[src/rtl/toggle_reg_bank.sv]
// Mode-selectable bank of T flip-flops (toggle / load / T-chain count / masked clear) with change, wrap and event-count status.
// All outputs registered, 1-cycle latency; no backpressure, en=0 freezes the bank.
module toggle_reg_bank #(
  parameter int unsigned          WIDTH     = 8,
  parameter int unsigned          CNT_WIDTH = 16,
  parameter logic [WIDTH-1:0]     RESET_VAL = {WIDTH{1'b0}}
) (
  input  logic                 clk,
  input  logic                 reset,
  input  logic                 en,
  input  logic [1:0]           mode,
  input  logic [WIDTH-1:0]     data,
  output logic [WIDTH-1:0]     data_out,
  output logic                 changed,
  output logic                 tc,
  output logic [CNT_WIDTH-1:0] toggle_cnt
);

  typedef enum logic [1:0] {
    MODE_TOGGLE = 2'b00,
    MODE_LOAD   = 2'b01,
    MODE_COUNT  = 2'b10,
    MODE_CLEAR  = 2'b11
  } mode_e;

  localparam logic [CNT_WIDTH-1:0] CNT_MAX = {CNT_WIDTH{1'b1}};

  mode_e            mode_sel;
  logic [WIDTH-1:0] t_vec;
  logic [WIDTH-1:0] next_q;
  logic             carry;
  logic             next_changed;
  logic             next_tc;

  assign mode_sel = mode_e'(mode);

  // Every mode is expressed as a toggle vector so the bank stays a pure T-flop array.
  always_comb begin
    t_vec = '0;
    carry = 1'b0;
    case (mode_sel)
      MODE_TOGGLE: t_vec = data;
      MODE_LOAD:   t_vec = data_out ^ data;
      MODE_COUNT: begin
        carry = data[0];
        for (int i = 0; i < int'(WIDTH); i++) begin
          t_vec[i] = carry;
          carry    = carry & data_out[i];
        end
      end
      MODE_CLEAR:  t_vec = data_out & data;
      default:     t_vec = '0;
    endcase
  end

  assign next_q       = data_out ^ t_vec;
  assign next_changed = |t_vec;
  assign next_tc      = (mode_sel == MODE_COUNT) && data[0] && (&data_out);

  always_ff @(posedge clk) begin
    if (reset) begin
      data_out   <= RESET_VAL;
      changed    <= 1'b0;
      tc         <= 1'b0;
      toggle_cnt <= '0;
    end else if (!en) begin
      changed <= 1'b0;
      tc      <= 1'b0;
    end else begin
      data_out <= next_q;
      changed  <= next_changed;
      tc       <= next_tc;
      if (next_changed && (toggle_cnt != CNT_MAX)) begin
        toggle_cnt <= toggle_cnt + 1'b1;
      end
    end
  end

endmodule

[config.mk]
export PLATFORM = sky130hd
export DESIGN_NAME = toggle_reg_bank
export DESIGN_NICKNAME = d
export VERILOG_FILES = /design/src/rtl/toggle_reg_bank.sv
export SDC_FILE = /design/constraint.sdc
export NUM_CORES = 1
export LEC_CHECK = 0
export CAP_MARGIN = 20
export CORE_ASPECT_RATIO = 0.8
export CORE_MARGIN = 8
export CORE_UTILIZATION = 50
export DETAILED_ROUTE_END_ITERATION = 8
export GPL_TIMING_DRIVEN = 1
export PLACE_DENSITY = 0.8
export SLEW_MARGIN = 20
export SYNTH_ARGS = -nofsm -noshare
export SYNTH_HDL_FRONTEND = slang
export SYNTH_SLANG_ARGS = --single-unit
export TNS_END_PERCENT = 10
[constraint.sdc]
create_clock -name clk -period 6.1 [get_ports clk]
set_input_delay 1.83 -clock clk [delete_from_list [all_inputs] [get_ports clk]]
set_output_delay 1.83 -clock clk [all_outputs]
set_load 0.02 [all_outputs]
**Word-level counts from Yosys, hierarchy flattened**

Cells that the tools add are included.
Widths: inputs -> output; s select.

- Register bits after elaboration: 26
- Output and inout port bits: 26
- Logic and storage cells: 29

- $add $sub $neg: 1
- Eq/ne operators: 4
- Muxes and demuxes: 1
- Bitwise operators: 11
- Reductions and logical operators: 8

Operators with widths:

| kind | number |
|---|---|
| $pmux 8 s4 | 1 |
| $add 16x1->16 const B | 1 |
| $ne 16x16->1 const B | 1 |
| $xor 8x8->8 | 2 |
| $and 8x8->8 | 1 |
| $reduce_and 8->1 | 1 |
| $reduce_or 8->1 | 1 |
| $and 1x1->1 | 7 |
| $eq 2x2->1 const B | 2 |
| $logic_and 1x1->1 | 3 |
| $eq 2x1->1 const B | 1 |
| $logic_not 2->1 | 1 |
| $reduce_and 2->1 | 1 |
| $reduce_or 2->1 | 1 |
| $not 1->1 | 1 |

**Depth between registers and ports, before layout**

- Word-level depth: 11
- Mapped depth: 9
- Mapped depth without buffers: 7

**Worst setup path after synthesis**

Ideal clock, no wire load.

- Path type: input port to flip-flop
- Start point: in data[2]
- End point: reg toggle_cnt[1]
- Library setup time: 128 ps
- Arrival time: 3721 ps
- Slack: 2252 ps
- Stages: 9
- Path buffers: 2
- Cells stage by stage: ha_1 > mux2_1 > a2bb2oi_1 > a311o_1 > o311ai_4 > buf_6 > buf_8 > mux2i_1 > nor2_1

- Cells in the longest elaborated chain, start to end: 5
- Elaborated cells between the ends (all ways): 6
- Classes of those cells: mux (1); bitwise (2); reduce/logical (3)

RTL lines:

| what | line | text |
|---|---|---|
| start, declared | 12 | `input logic [WIDTH-1:0] data,` |
| $and 8x8->8 / $xor 8x8->8 (equally long branches) | 51, 43 |  |
| $pmux 8 s4 (*) | 41 | `case (mode_sel)` |
| $reduce_or 8->1 (*) | 57 | `assign next_changed = \|t_vec;` |
| $logic_and 1x1->1 (*) | 73 | `if (next_changed && (toggle_cnt != CNT_MAX)) begin` |
| $reduce_and 2->1 (no source line) (*) | -- |  |
| end signal, assigned | 74 | `toggle_cnt <= toggle_cnt + 1'b1;` |
| end, declared | 16 | `output logic [CNT_WIDTH-1:0] toggle_cnt` |

Every way passes the cells marked *; elsewhere a longest branch is shown, timed or not.
A chain may end at the register's enable or synchronous reset.

**Worst setup path after layout**

- Start point: in mode[0]
- End point: reg toggle_cnt[1]

- Cells in the longest elaborated chain, start to end: 5
- Elaborated cells between the ends (all ways): 8
- Classes of those cells: eq/ne (3); mux (1); reduce/logical (4)

RTL lines:

| what | line | text |
|---|---|---|
| start, declared | 11 | `input logic [1:0] mode,` |
| $eq 2x2->1 (tied with other cells) | 41 |  |
| $pmux 8 s4 (*) | 41 |  |
| $reduce_or 8->1 (*) | 57 |  |
| $logic_and 1x1->1 (*) | 73 |  |
| $reduce_and 2->1 (no source line) (*) | -- |  |

Marks and branches as above.

==> results.md <==
* Setup crit start kind: input pin
* DR vias/cell at 6.06
* Dpl ws at 1.08 ns
* Post-Synthesis Cells at 190
* Total track usage at 15.9%
* Req. time, crit path at 6.23 ns
* Fillers at 259
* Setup_tns at 0 ns
* Status: finished clean
* Yosys top cell area share at 31.9%
* Syn-to-layout area delta at 25.3%
* Most instantiated library cell after synthesis: dfxtp_1
* Clock-pin slew on the worst setup and hold paths at 0.08 ns
* Largest net degree at the start of global routing at 27
* Register bit count reported by yosys at 26
* RD Place Congestion at 0.870
* Cell accounting for the most synthesized area: dfxtp_1
* Final Slew Violations at 0
* Post-synth EDFFs at 0
* Via count at 1589
* Port Buf Inserts at 38
* Final nets at 245
* TritonRoute pass-1 iters at 4
* Multi-input gate area at 1030 µm²
* Register area share after synthesis at 31.9%
* Core Area at 3110 µm²
* Layout Cells excl Fill at 262
* Post-synthesis async set-or-reset flop share at 0%
* First-pass GRT wire length at 6.90 mm
* Synth cell count leaders: dfxtp_1, nand3_1, a21oi_1, nor2_1, or3_1
* Max Clk Rate at 210 MHz
* Chip height at 67.1 µm
* # H-tree levels at 1
* Vias in the first global route at 1470
* Peak VDD IR at 0.000127 V
* RSZ-0062 raised after global routing: no
* DRC viols at 0
* Setup Fix Bufs, Post-CTS at 0
* Minimum clock period at 4.76 ns
* Routed WL at 4.03 mm
* Worst slew margin at 36.6%
* Worst EP arrival at 4.89 ns
* Max FO, Critical Path at 26
* Net count after synthesis at 212
* Die Span X at 79.9 µm
* Register Area at 520 µm²
* Worst Max-Slew Pin Slew at 0.948 ns
* CTS tree: done
* Synth cell types at 47
* Critical path class: input pin to flop
* Syn. warnings at 0
* Initial antenna violation count at 0
* Area contributors post-synth: dfxtp_1, ha_1, nand3_1, a21oi_1, or3_1
* Share of layout cells above drive strength 1 at 5.41%
* Number of CTS-inserted buffers at 3
* Maxcap violations at 0
* Clock Tree Root: clkbuf_8
* Remaining Overflow, GRT at 0
* Antenna Cells at 0
* CTS sink cnt at 26
* DP Wirelength at 3.02 mm
* Iter 0 DRT Violations at 142
* Clock latency on the worst-skew pair at 0.28 ns
* Worst setup margin at 1.34 ns
* Antenna Nets Post-Route at 0
* Wire length per cell at 15.4 µm
* Max Root-Sink Buffers at 2
* HP Class: flop to flop
* Starting Density at 52.5%
* Cell Rows at 18
* Cts repair resizes at 0
* IO Pins at 39
* Setup violations, final at 0
* Tcrit/Tclk final at 78.0%
* Hold_buf cts at 0
* Ys flop type: dfxtp_1
* Die ar. at 5360 µm²
* Placed cells at 258
* Crit end category: flop
* Post-Route Skew at 0.00983 ns
* Final hold vios at 0
* WHS at 0.506 ns
* Synth Area per Inst at 8.59 µm²
* PD cells at 189 nW/µm²
* Lkg Pwr at 0.699 nW
* Cell Area, Synth at 1630 µm²
## power breakdown
part           total, mW  internal (mW)  switching [mW]
Clock              0.112         0.0578          0.0543
Combinational     0.0874         0.0422          0.0452
Sequential         0.187          0.177          0.0105
Total              0.387          0.277           0.110
## final timing paths
path / startpoint / to / cells past startpoint / slack (ns)
setup / recovery: mode[0] / toggle_cnt[1] / 7 / 1.34
hold / removal: toggle_cnt[11] / toggle_cnt[11] / 2 / 0.51
setup reg to reg: data_out[2] / toggle_cnt[1] / 7 / 3.24
hold reg to reg: toggle_cnt[11] / toggle_cnt[11] / 2 / 0.51
## cells in the final DEF, fill, tap and decap left out, drive strengths merged, types with 5 or more instances in the layout
cell and instances:
nor2 14, ha 9, or3 12, clkdlybuf4s50 38
xor2 7, nand2 10, o21ai 14, dfxtp 26
nand3 16, o31ai 5, a21oi 15, or4 5
## worst max-delay path: stages
cell             delay, ns
clkdlybuf4s50_1       0.97
mux2_1                0.38
a2bb2oi_1             0.15
a311o_1               0.39
o311ai_4              0.83
mux2i_1               0.26
nor2_1                0.05
## sequential cells by signal, indices dropped and copies added, names as in the netlist
signal      flops
tc              1
toggle_cnt     16
changed         1
data_out        8
## per-layer routing
metal / track usage (%) / vias up / share of wire (%)
li1: - / 780 / -
met1: 19.3 / 752 / 43
met2: 26.0 / 51 / 48
met3: 4.97 / 6 / 8.6
met4: 5.20 / 0 / 1.1
met5: 0 / - / 0
## kinds of logic after synthesis
family | count (synthesis) | share of synthesized area (%)
AO/OA/AOI/OAI | 48 | 19.9
flip-flops | 26 | 31.9
AND/OR/NAND/NOR | 77 | 25.5
buffers and inverters | 13 | 5.14
multiplexers | 8 | 5.90
adder cells (fa/ha/maj) | 9 | 6.90
XOR/XNOR | 9 | 4.83
## area by class of cell
type / instances / area share, %
tap: 40 / 2.45
inverter: 3 / 0.551
timing repair buffer: 38 / 18.6
sequential: 26 / 25.5
clock buffer: 4 / 2.69
multi-input combinational: 151 / 50.2
## through the flow
| step | total power [mW] | cell area, µm² | util, % |
|---|---|---|---|
| after CTS | 0.390 | 2040 | 65.8 |
| after floorplan | 0.247 | 1630 | - |
| final | 0.387 | 2040 | 65.8 |
| after global placement | 0.275 | 1990 | 64.0 |
| after global routing | 0.406 | 2040 | 65.8 |
| after detailed placement | 0.278 | 1990 | 64.0 |
No activity file was read; power rests on OpenSTA's default activity.
